--- src/rtl/seg_disp_arbiter.sv ---
// Round-robin arbiter for two requesters driving a bank of hex digit registers.
// Optional per-digit blink mask, enabled by defining SEG_BLINK_EN.
module seg_disp_arbiter #(
   parameter int DIGITS    = 8,
   parameter int BLINK_DIV = 25000000
) (
   input  logic                  clk,
   input  logic                  rst_n,
   input  logic                  a_valid,
   output logic                  a_ready,
   input  logic [2:0]            a_idx,
   input  logic [1:0]            a_op,
   input  logic [3:0]            a_val,
   input  logic                  b_valid,
   output logic                  b_ready,
   input  logic [2:0]            b_idx,
   input  logic [1:0]            b_op,
   input  logic [3:0]            b_val,
   output logic [4*DIGITS-1:0]   digits,
   output logic [DIGITS-1:0]     dig_en
);

   localparam logic [1:0] OP_WRITE = 2'b00;
   localparam logic [1:0] OP_BLANK = 2'b01;
   localparam logic [1:0] OP_TOGL  = 2'b10;
   localparam logic [1:0] OP_WRBL  = 2'b11;

   logic [DIGITS-1:0][3:0] val_q, val_d;
   logic [DIGITS-1:0]      en_q, en_d;
   logic [DIGITS-1:0]      blink_q, blink_d;
   logic                   last_b_q, last_b_d;
   logic                   a_gnt, b_gnt, c_vld;
   logic [2:0]             c_idx;
   logic [1:0]             c_op;
   logic [3:0]             c_val;

   // Ties go to whichever requester was not served last; readies are dead in reset.
   always_comb begin
      a_gnt    = a_valid & (~b_valid | last_b_q);
      b_gnt    = b_valid & ~a_gnt;
      a_ready  = a_gnt & rst_n;
      b_ready  = b_gnt & rst_n;
      c_vld    = a_gnt | b_gnt;
      c_idx    = a_gnt ? a_idx : b_idx;
      c_op     = a_gnt ? a_op  : b_op;
      c_val    = a_gnt ? a_val : b_val;
      last_b_d = b_gnt ? 1'b1 : (a_gnt ? 1'b0 : last_b_q);
   end

   always_comb begin
      val_d   = val_q;
      en_d    = en_q;
      blink_d = blink_q;
      // Out-of-range indices match no digit, so they are accepted with no effect.
      for (int i = 0; i < DIGITS; i++) begin
         if (c_vld && c_idx == 3'(i)) begin
            case (c_op)
               OP_WRITE: begin
                  val_d[i] = c_val;
                  en_d[i]  = 1'b1;
               end
               OP_BLANK: en_d[i] = 1'b0;
`ifdef SEG_BLINK_EN
               OP_TOGL:  blink_d[i] = ~blink_q[i];
               OP_WRBL: begin
                  val_d[i]   = c_val;
                  en_d[i]    = 1'b1;
                  blink_d[i] = 1'b1;
               end
`else
               OP_TOGL:  ;
               OP_WRBL: begin
                  val_d[i] = c_val;
                  en_d[i]  = 1'b1;
               end
`endif
               default: ;
            endcase
         end
      end
   end

   always_ff @(posedge clk or negedge rst_n) begin
      if (!rst_n) begin
         val_q    <= '0;
         en_q     <= '0;
         last_b_q <= 1'b1;
      end else begin
         val_q    <= val_d;
         en_q     <= en_d;
         last_b_q <= last_b_d;
      end
   end

   assign digits = val_q;

`ifdef SEG_BLINK_EN
   localparam int CW = $clog2(BLINK_DIV);
   logic [CW-1:0] cnt_q, cnt_d;
   logic          phase_q, phase_d;

   // Free-running half-period counter; commands never disturb it.
   always_comb begin
      cnt_d   = cnt_q + 1'b1;
      phase_d = phase_q;
      if (cnt_q == CW'(BLINK_DIV - 1)) begin
         cnt_d   = '0;
         phase_d = ~phase_q;
      end
   end

   always_ff @(posedge clk or negedge rst_n) begin
      if (!rst_n) begin
         blink_q <= '0;
         cnt_q   <= '0;
         phase_q <= 1'b1;
      end else begin
         blink_q <= blink_d;
         cnt_q   <= cnt_d;
         phase_q <= phase_d;
      end
   end

   assign dig_en = en_q & ~(blink_q & {DIGITS{~phase_q}});
`else
   // Mask storage is tied off so the non-blink build keeps no blink state.
   assign blink_q = '0;
   assign dig_en  = en_q;
`endif

endmodule

--- config.mk ---
export PLATFORM = sky130hd
export DESIGN_NAME = seg_disp_arbiter
export DESIGN_NICKNAME = d
export VERILOG_FILES = /design/src/rtl/seg_disp_arbiter.sv
export SDC_FILE = /design/constraint.sdc
export NUM_CORES = 1
export LEC_CHECK = 0
export BUFFER_PORTS_ARGS = -buffer_cell sky130_fd_sc_hd__buf_2
export CORE_MARGIN = 3
export CORE_UTILIZATION = 49
export DETAILED_ROUTE_END_ITERATION = 10
export MAX_ROUTING_LAYER = met4
export PLACE_DENSITY = 0.81
export SLEW_MARGIN = 25
export SYNTH_ARGS = -nofsm -noshare
export SYNTH_HDL_FRONTEND = slang
export SYNTH_SLANG_ARGS = --single-unit
--- constraint.sdc ---
create_clock -name clk -period 3.4 [get_ports clk]
set_input_delay 0.17 -clock clk [delete_from_list [all_inputs] [get_ports clk]]
set_output_delay 0.17 -clock clk [all_outputs]
set_load 0.03 [all_outputs]
==> impl_results.md <==
- Resized Gates After CTS: 0
- Initial Util: between 50% and 60%
- Synth Area in Compound Gates: between 4 and 5%
- Worst hold endpoint: last_b_q$_DFFE_PN1P_
- Synth area leader: dfrtp_1
- Clk root buf: clkbuf_8
- Element type at the critical path start: flop
- Via count of the first global-routing pass: between 1000 and 1500
- First-pass GRT wire length: between 6000 and 7000 um
- Layout area overhead: 25.2%
- Largest family of logic cells by synthesized area: multiplexers
- CP endpoint kind: flop
- Final period utilization: between 70% and 80%
- Slew Viols, Final: 0
- Antenna-violating nets left: 0
- Reg-to-reg slack, setup: between 0.7 and 0.8 ns
- Nets: 220
- Max-cap violations: 0
- Flops & latches, synth: 41
- Gr usage total: 20.2%
- Synth top area share: between 50% and 60%
- Avg Inst Size Synth: 14.4 um2
- Final Power: 2.37 mW
- Placed cell areas: roughly 0.0022 mm2
- Top post-synthesis cells by area: dfrtp_1, mux2_2, mux2_4
- WS Path Type: flop to flop
- Syn. warnings: 0
- Synth Area in Adders: less than 1%
- Post-route cell area: between 0.002 and 0.0025 mm2
- Die Area: roughly 0.0046 mm2
- RR Endpoint: digits[2]$_DFFE_PN0P_
- Routability Congestion: approximately 0.82
- Antenna Cells: 0
- Vias: around 1300
- Status: finished, final reports clean
- Final Hold Violating Endpoints: 0
- Synth Area in Simple Gates: about 8.3%
- Core area: roughly 0.0035 mm2
- Starting DRT DRC Count: 73
- Min Tclk post-route: about 2.7 ns
- Clk_lat worst skew: around 0.28 ns
- Synthesized area: 0.00187 mm2
- WL per Instance: between 15 and 20 um
- Total CTS buffers: 5
- CP Launch Point: last_b_q$_DFFE_PN1P_
- DP HPWL: 3000 um
- Die Y: 67.8 um
- Final setup viols: 0
- # DRC: 0
- Initial antenna violation count: 0
- Slew headroom: 52.4%
- Arrival time worst endpoint: ~2.9 ns
- F_max: between 0.3 and 0.4 GHz
- Die Span X: approximately 68 um
- Share of cells above drive strength 1: a little over 60%
- GR Overflow Total: 0
- HP Start: b_valid
- Largest net degree at the start of global routing: 44
- Unique masters post-synth: 26
- Most frequent cells in the layout: buf_2, mux2_2, dfrtp_1
- Post-synthesis mux area share: 29.8%
- CTS Sinks: 41
- Worst-Margin Slew: between 0.6 and 0.7 ns
- WHS Path Cells: 3
- H-Tree Depth: 2
- Syn Nets: between 150 and 200
- PwrDens: 1010 mW/mm2
- Post-CTS setup buffers: 0
- Total Wirelength: between 4000 and 5000 um
- Seq/Total Area, Yosys: around 55%
- Final Skew: roughly 0.0050 ns
- CTS tree: done
- Clock transition at the registers of the reported paths: 0.08 ns
- Leakage power total: 1.15 nW
- Row count: 21
- Path category of the worst min-delay check: primary input to flop
- Worst r2r src: last_b_q$_DFFE_PN1P_
- Longest Clk Path Bufs: 2
- Via density: roughly 5.4
- Peak supply drop: 673 uV
- First-pass iteration count of the detailed router: 4
- IO buf count: 63
- WP data required: about 3.6 ns
- FF-to-FF path depth: 7
- XOR/XNOR Fraction of Synth Area: 0%
- CTS Hold Bufs: 0
- Commonest non-fill, non-tap cell in the layout: buf_2
- Worst Path Max Fanout: 15
- I/O pin cnt: 64
- RSZ-0062 raised after global routing: no
- Setup TNS: 0 ns
- Syn Inst Count: 130
-- synth_stat cells --
master / number
nor2_1: 1
mux2i_1: 2
and3_1: 3
a32oi_1: 2
a211o_1: 2
clkbuf_1: 1
a21oi_1: 3
mux2_4: 5
nand2_4: 1
nand3b_1: 4
a211oi_1: 1
or3_4: 1
dfrtp_1: 40
dfstp_2: 1
a21bo_2: 1
ha_1: 1
nand2b_4: 1
inv_1: 3
mux2_2: 41
buf_6: 2
nand3_1: 6
nor3_1: 4
buf_2: 1
a21boi_0: 1
and2_1: 1
nor3_2: 1
-- worst max-delay path, stage by stage (launching register included) --
cell and delay (ns):
dfstp_2 0.55, nand2b_4 0.17, nand2_4 0.12, mux2_2 0.30
ha_1 0.53, inv_1 0.12, or3_4 0.45, mux2_4 0.31
-- how the worst max path moves through the flow --
| stage | to | slack [ns] | cells past startpoint |
|---|---|---|---|
| 2_1_floorplan | digits[0]$_DFFE_PN0P_ | 1.02 | 8 |
| 3_3_place_gp | digits[3]$_DFFE_PN0P_ | 0.85 | 7 |
| 3_5_place_dp | digits[1]$_DFFE_PN0P_ | 0.73 | 7 |
| 4_1_cts | digits[2]$_DFFE_PN0P_ | 0.73 | 7 |
| 5_1_grt | digits[0]$_DFFE_PN0P_ | 0.63 | 7 |
| 6_report | digits[2]$_DFFE_PN0P_ | 0.73 | 7 |
-- cell type report --
| type | instances | area, um2 |
|---|---|---|
| Inverter | 3 | 11.3 |
| Sequential cell | 41 | 1030 |
| Tap cell | 46 | 57.6 |
| Clock inverter | 1 | 30.0 |
| Multi-Input combinational cell | 82 | 800 |
| Clock buffer | 7 | 86.3 |
| Timing Repair Buffer | 64 | 328 |
| Fill cell | 257 | 1150 |
-- kinds of logic after synthesis --
group | after synthesis
compound gates | 10
fa+ha+maj | 1
buf+inv | 7
flops | 41
mux | 48
simple gates | 23
-- power by group --
group	switching, mW	leakage, nW	internal (mW)	total (mW)
clock network	0.159	0.0585	0.239	0.398
logic	0.724	0.601	0.390	1.11
registers	0.127	0.494	0.730	0.857
-- per-stage QoR --
stage	hold WS, ns	worst slack (ns)	instances	util [%]
floorplan	-0.126	1.02	130	-
global placement	0.323	0.854	235	63.3
detailed placement	0.352	0.729	235	63.3
CTS	0.0452	0.726	243	66.6
global route	0.139	0.628	244	67.0
finish	0.136	0.730	244	67.0
-- state kept, by name, indices dropped and copies added (netlist names) --
register,flops
dig_en,8
digits,32
last_b_q,1
-- metal layers --
layer	routed length, um	track usage [%]	part of all wire (%)	up-vias
met5	0	-	0	-
met3	260	4.83	6.3	6
met4	38	4.56	0.93	0
li1	-	-	-	613
met2	2020	34.1	49	45
met1	1780	24.4	43	645
Power figures use the tool's default switching activity.
